<file path="src/rtl/uart_transmitter.sv">
// UART transmit half: 8 data bits LSB first, even parity, one stop bit, with its own baud divider.
// Optional `UART_TX_HOLD_EN adds a one-byte holding register for back-to-back frames.
module uart_transmitter #(
  parameter int CLK_HZ = 50_000_000
) (
  input  logic       clk,
  input  logic       reset,
  input  logic [7:0] Tx_DATA,
  input  logic [2:0] baud_select,
  input  logic       Tx_WR,
  input  logic       Tx_EN,
  output logic       TxD,
  output logic       Tx_BUSY,
  output logic [2:0] tx_state
);

  // Handshake: a write is taken on a rising edge where Tx_WR & Tx_EN are high and
  // Tx_BUSY is low; Tx_BUSY is registered, so a write seen while it is high is dropped.

  localparam logic [2:0] S_IDLE   = 3'd0;
  localparam logic [2:0] S_START  = 3'd1;
  localparam logic [2:0] S_DATA   = 3'd2;
  localparam logic [2:0] S_PARITY = 3'd3;
  localparam logic [2:0] S_STOP   = 3'd4;

  // Divisor table below is fixed for a 50 MHz clock.
  if (CLK_HZ != 50_000_000) begin : g_clk_hz_unsupported
  end

  logic [2:0]  state;
  logic [7:0]  shift;
  logic        parity_q;
  logic [2:0]  sel_q;
  logic [13:0] baud_cnt;
  logic [3:0]  tick_cnt;
  logic [2:0]  bit_idx;
  logic [13:0] divisor;
  logic        tick;
  logic        bit_done;
  logic        frame_end;
  logic        start_frame;
  logic [7:0]  start_data;
  logic [2:0]  start_sel;

  assign tx_state = state;

  always_comb begin
    divisor = 14'd27;
    case (sel_q)
      3'b000: divisor = 14'd10417;
      3'b001: divisor = 14'd2604;
      3'b010: divisor = 14'd651;
      3'b011: divisor = 14'd326;
      3'b100: divisor = 14'd163;
      3'b101: divisor = 14'd81;
      3'b110: divisor = 14'd54;
      default: divisor = 14'd27;
    endcase
  end

  assign tick      = (baud_cnt == divisor - 14'd1);
  assign bit_done  = tick && (tick_cnt == 4'hF);
  assign frame_end = (state == S_STOP) && bit_done;

`ifdef UART_TX_HOLD_EN
  logic [7:0] hold_data;
  logic [2:0] hold_sel;
  logic       hold_full;
  logic       wr_ok;
  logic       hold_load;
  logic       hold_clear;

  assign wr_ok = Tx_WR & Tx_EN;

  // At the end of a frame a pending byte starts immediately and the slot can refill in the same edge.
  always_comb begin
    start_frame = 1'b0;
    start_data  = Tx_DATA;
    start_sel   = baud_select;
    hold_load   = 1'b0;
    hold_clear  = 1'b0;
    if (state == S_IDLE) begin
      start_frame = wr_ok;
    end else if (frame_end) begin
      if (hold_full) begin
        start_frame = 1'b1;
        start_data  = hold_data;
        start_sel   = hold_sel;
        hold_load   = wr_ok;
        hold_clear  = ~wr_ok;
      end else begin
        start_frame = wr_ok;
      end
    end else begin
      hold_load = wr_ok & ~hold_full;
    end
  end

  always_ff @(posedge clk) begin
    if (reset) begin
      hold_full <= 1'b0;
      hold_data <= 8'h00;
      hold_sel  <= 3'b000;
      Tx_BUSY   <= 1'b0;
    end else if (hold_load) begin
      hold_full <= 1'b1;
      hold_data <= Tx_DATA;
      hold_sel  <= baud_select;
      Tx_BUSY   <= 1'b1;
    end else if (hold_clear) begin
      hold_full <= 1'b0;
      Tx_BUSY   <= 1'b0;
    end
  end
`else
  always_comb begin
    start_frame = Tx_WR & Tx_EN & ~Tx_BUSY;
    start_data  = Tx_DATA;
    start_sel   = baud_select;
  end

  always_ff @(posedge clk) begin
    if (reset) begin
      Tx_BUSY <= 1'b0;
    end else if (start_frame) begin
      Tx_BUSY <= 1'b1;
    end else if (frame_end) begin
      Tx_BUSY <= 1'b0;
    end
  end
`endif

  always_ff @(posedge clk) begin
    if (reset) begin
      state    <= S_IDLE;
      TxD      <= 1'b1;
      shift    <= 8'h00;
      parity_q <= 1'b0;
      sel_q    <= 3'b000;
      baud_cnt <= 14'd0;
      tick_cnt <= 4'd0;
      bit_idx  <= 3'd0;
    end else if (start_frame) begin
      // Counters restart here so a frame never inherits phase from idle time.
      state    <= S_START;
      TxD      <= 1'b0;
      shift    <= start_data;
      parity_q <= ^start_data;
      sel_q    <= start_sel;
      baud_cnt <= 14'd0;
      tick_cnt <= 4'd0;
      bit_idx  <= 3'd0;
    end else if (state != S_IDLE) begin
      if (bit_done) begin
        baud_cnt <= 14'd0;
        tick_cnt <= 4'd0;
        case (state)
          S_START: begin
            state   <= S_DATA;
            TxD     <= shift[0];
            bit_idx <= 3'd0;
          end
          S_DATA: begin
            shift <= shift >> 1;
            if (bit_idx == 3'd7) begin
              state <= S_PARITY;
              TxD   <= parity_q;
            end else begin
              bit_idx <= bit_idx + 3'd1;
              TxD     <= shift[1];
            end
          end
          S_PARITY: begin
            state <= S_STOP;
            TxD   <= 1'b1;
          end
          default: begin
            state <= S_IDLE;
            TxD   <= 1'b1;
          end
        endcase
      end else if (tick) begin
        baud_cnt <= 14'd0;
        tick_cnt <= tick_cnt + 4'd1;
      end else begin
        baud_cnt <= baud_cnt + 14'd1;
      end
    end
  end

endmodule

</file>
<file path="config.mk">
export PLATFORM = sky130hd
export DESIGN_NAME = uart_transmitter
export DESIGN_NICKNAME = d
export VERILOG_FILES = /design/src/rtl/uart_transmitter.sv
export SDC_FILE = /design/constraint.sdc
export NUM_CORES = 1
export LEC_CHECK = 0
export BUFFER_PORTS_ARGS = -buffer_cell sky130_fd_sc_hd__buf_2
export CORE_AREA = 2 2 70 122
export DETAILED_ROUTE_END_ITERATION = 8
export DIE_AREA = 0 0 72 124
export PLACE_DENSITY_LB_ADDON = 0.1
export SLEW_MARGIN = 20
export SYNTH_ARGS = -nofsm -noshare
export SYNTH_HDL_FRONTEND = slang
export SYNTH_SLANG_ARGS = --single-unit
</file>
<file path="constraint.sdc">
create_clock -name clk -period 3.8 [get_ports clk]
set_clock_uncertainty 0.2 [all_clocks]
set_input_delay 0.19 -clock clk [delete_from_list [all_inputs] [get_ports clk]]
set_output_delay 0.19 -clock clk [all_outputs]
set_load 0.01 [all_outputs]
</file>
==> results.rst <==
.. list-table::
   :header-rows: 1

   * - Metric
     - Value
   * - Worst Tran Pin Value
     - 469.4 ps
   * - Cell Rows
     - 43
   * - Total setup violations reported at the end of the flow
     - 0
   * - Synthesized netlist net count
     - 300
   * - Number of levels the H-tree was split into
     - 2
   * - Data arrival time of the worst path
     - 3090 ps
   * - Area growth from synthesis to final layout
     - 15.07%
   * - Minimum period implied by the final worst setup slack
     - 3113 ps
   * - Post-route DRC violation count
     - 0
   * - Delay of the slowest cell on the worst path
     - 580 ps
   * - Nets
     - 320
   * - Number of synthesized flops with an enable pin
     - 0
   * - Setup Buffers After CTS
     - 0
   * - I/O pins
     - 20
   * - CTS clock-pin slew for the worst setup and hold paths
     - 60 ps
   * - Final hold violation count
     - 0
   * - Input/output buffers
     - 19
   * - Sum of negative setup slack
     - 0 ps
   * - Net switching component of the power
     - 254.8 uW
   * - Part of the total power dissipated in the clock network
     - 43.7%
   * - Worst slew margin relative to its limit
     - 68.47%
   * - Clock buffers created by TritonCTS
     - 5
   * - Clk sink count
     - 38
   * - Routed length on met3
     - 136 microns
   * - Sequential area share after synthesis
     - 32.62%
   * - Maximum Capacitance Violations
     - 0
   * - Yosys top cell area share
     - 32.62%
   * - Cell type with the highest aggregate area in the netlist
     - dfxtp_1
   * - Antenna diode instance count
     - 0
   * - GPL Wtd Cong
     - 0.7929
   * - Placement Cell Area
     - 0.002492 sq mm
   * - Ordered list of cells on the worst path
     - o21ai_0 -> ha_1 -> xnor2_1 -> or3_1 -> a221oi_2 -> o2111ai_2 -> nor3_4 -> or3b_4 -> mux2i_1
   * - CP max FO
     - 11
   * - Result of the run
     - completed
   * - Cell with the most instances after synthesis
     - dfxtp_1
   * - Total internal power
     - 728.2 uW
   * - Seq cells post-synth
     - 38
   * - Cell types occupying the most area after synthesis
     - dfxtp_1 33%, nor2_1 5.8%, xnor2_1 4.9%
   * - Total via count in the routed design
     - 2045
   * - Sequential share of power
     - 42.8%
   * - Final Power
     - 983.0 uW
   * - Required time at the endpoint of the critical path
     - 3780 ps
   * - Element type at the critical path start
     - flop
   * - Commonest cells post-synth
     - 38 x dfxtp_1, 36 x nor2_1, 28 x nand2_1
   * - Finished layout cell area
     - 0.002684 sq mm
   * - Portion of total power attributed to combinational logic
     - 13.5%
   * - Switching part of the total power
     - 25.92%
   * - Final setup margin
     - 686.8 ps
   * - Ratio of final minimum period to clock period
     - 81.93%
   * - Worst-path cell with the longest stage delay
     - dfxtp_1
   * - Power per standard cell area
     - 366.3 mW/mm^2
   * - Detailed placer's ending HPWL
     - 4677 microns
   * - Crit-path leading delay family
     - simple AND/OR/NAND/NOR gates
   * - Core Box Area
     - 0.007909 sq mm
   * - Number of distinct library cells after synthesis
     - 58
   * - Mean cell area of the mapped netlist
     - 8.329 sq um
   * - Root Driver
     - clkbuf_16
   * - Number of fillers in the final layout
     - 843
   * - Antenna-violating nets left
     - 0
   * - Ratio of cells with drive above 1 in the final layout
     - 16.94%
   * - Initial standard-cell utilization of the core
     - 29.49%
   * - Leading register cell type out of synthesis
     - dfxtp_1
   * - Via count of the first global-routing pass
     - 2040
   * - Dpl ws
     - 702.1 ps
   * - VDD IR max
     - 0.3283 mV
   * - Maximum number of pins on one net before global-route repair
     - 19
   * - Leakage
     - 0.0009983 uW
   * - Synth Cell Area
     - 0.002332 sq mm
   * - Total die area
     - 0.008928 sq mm
   * - GRT Total Usage
     - 14.60%
   * - TritonCTS clock tree
     - done
   * - Synth warnings
     - 0
   * - Iteration count of the initial detailed-routing pass
     - 4
   * - Number of max-slew violations in the final report
     - 0
   * - Util after Layout
     - 33.93%
   * - Total wirelength of the detailed-routed design
     - 6085 microns
   * - Wire length the detailed router placed on met1
     - 2195 microns
   * - Type of the tightest min-delay check
     - input port to flop
   * - Vias per cell
     - 5.230
   * - Critical path class
     - flop to flop
   * - Y dimension of the die
     - 124 microns
   * - Number of violations reported at the end of detailed-routing iteration 0
     - 55
   * - DR top layer
     - met4
   * - First-pass GRT wire length
     - 9853 microns
   * - Number of cells produced by synthesis
     - 280
   * - Number of buffer and inverter stages on the critical path
     - 0
   * - RSZ-0062 raised after global routing
     - no
   * - Fraction of synthesis flops using an asynchronous set or reset pin
     - 0%
   * - Max clock buf depth
     - 2
   * - Highest clock frequency the design can meet
     - 321.2 MHz
   * - Total overflow reported by the global router
     - 0
   * - Detailed-route wire length per cell
     - 15.56 microns
   * - Horiz. Die Dim
     - 72 microns
   * - Initial antenna violation count
     - 0
   * - Routed wire length on met2
     - 3493 microns
   * - Worst-Skew Late Latency
     - 290 ps
   * - Worst Setup End Kind
     - flop
## layout by cell type (no fill, tap or decap), types with 2 or more instances in the layout
master and instances:
a211oi_1 2, nand4b_1 2, nor3_1 7, nand2b_1 5
or3_1 5, nand3_1 6, a221oi_1 6, xor2_1 13
o22a_1 2, inv_1 4, dlygate4sd3_1 4, o21ai_1 2
nor2_1 36, o21bai_1 6, and3_1 3, a21oi_1 16
o31ai_1 2, o21a_1 2, mux2i_1 10, buf_2 19
clkbuf_16 5, o21ai_0 5, nand2_1 28, nand4_1 8
or2_2 2, a21o_1 2, nor2b_1 5, xnor2_1 13
dfxtp_1 38, ha_1 5, buf_4 7, nor2_2 2
a31oi_1 2
## logic make-up (layout without fill, tap and decap cells)
family	count (synthesis)	after routing	synth area share (%)
multiplexers	11	11	4.775
buffers and inverters	22	43	5.096
AND/OR/NAND/NOR	120	120	26.77
AO/OA/AOI/OAI	57	57	17.60
flip-flops	38	38	32.62
adder cells (fa/ha/maj)	5	5	2.682
XOR/XNOR	27	27	10.46
## area by class of cell
class / instances / area (sq um) / share of cell area, %
multi-input combinational: 220 / 1453 / 54.13
clock buffer: 6 / 138.9 / 5.175
clock inverter: 2 / 12.51 / 0.4662
timing repair buffer: 30 / 187.7 / 6.993
tap: 90 / 112.6 / 4.196
sequential: 38 / 760.7 / 28.35
inverter: 5 / 18.77 / 0.6993
## sequential cells by signal, summed over array words and instances (netlist names)
register,count
Tx_BUSY,1
shift,8
TxD,1
sel_q,3
baud_cnt,14
tx_state,3
parity_q,1
tick_cnt,4
bit_idx,3
## through the flow
stage,hold WS [ps],instances
floorplan,68.70,280
global placement,242.6,379
detailed placement,239.0,379
CTS,66.57,391
global route,85.27,391
finish,73.45,391
## final timing paths
kind | from | end | slack [ps] | cells past startpoint
setup / recovery | sel_q[2]$_SDFFE_PP0P_ | bit_idx[1]$_SDFFE_PP0P_ | 690 | 9
setup reg to reg | sel_q[2]$_SDFFE_PP0P_ | bit_idx[1]$_SDFFE_PP0P_ | 690 | 9
hold reg to reg | shift[7]$_SDFFE_PP0P_ | shift[7]$_SDFFE_PP0P_ | 270 | 2
hold / removal | reset | Tx_BUSY$_SDFFE_PP0P_ | 70 | 2
## power by group through the flow
stage | sequential (uW) | combinational, uW | clock [uW]
detailed placement | 429 | 130 | 0
finish | 420 | 133 | 430
floorplan | 425 | 96.9 | 0
global route | 422 | 147 | 460
CTS | 420 | 134 | 444
global placement | 429 | 132 | 0
## what timing repair did
| action | in CTS | in global routing |
|---|---|---|
| resized for setup | 0 | 0 |
| hold endpoints to repair | 4 | 0 |
| hold buffers | 4 | 0 |
## metal layers
| metal | track usage (%) | up-vias |
|---|---|---|
| li1 | - | 1028 |
| met1 | 13.06 | 974 |
| met2 | 29.05 | 30 |
| met3 | 2.427 | 13 |
| met4 | 9.316 | 0 |
| met5 | 0 | - |
Note: power is estimated with default switching activity, not from simulation.
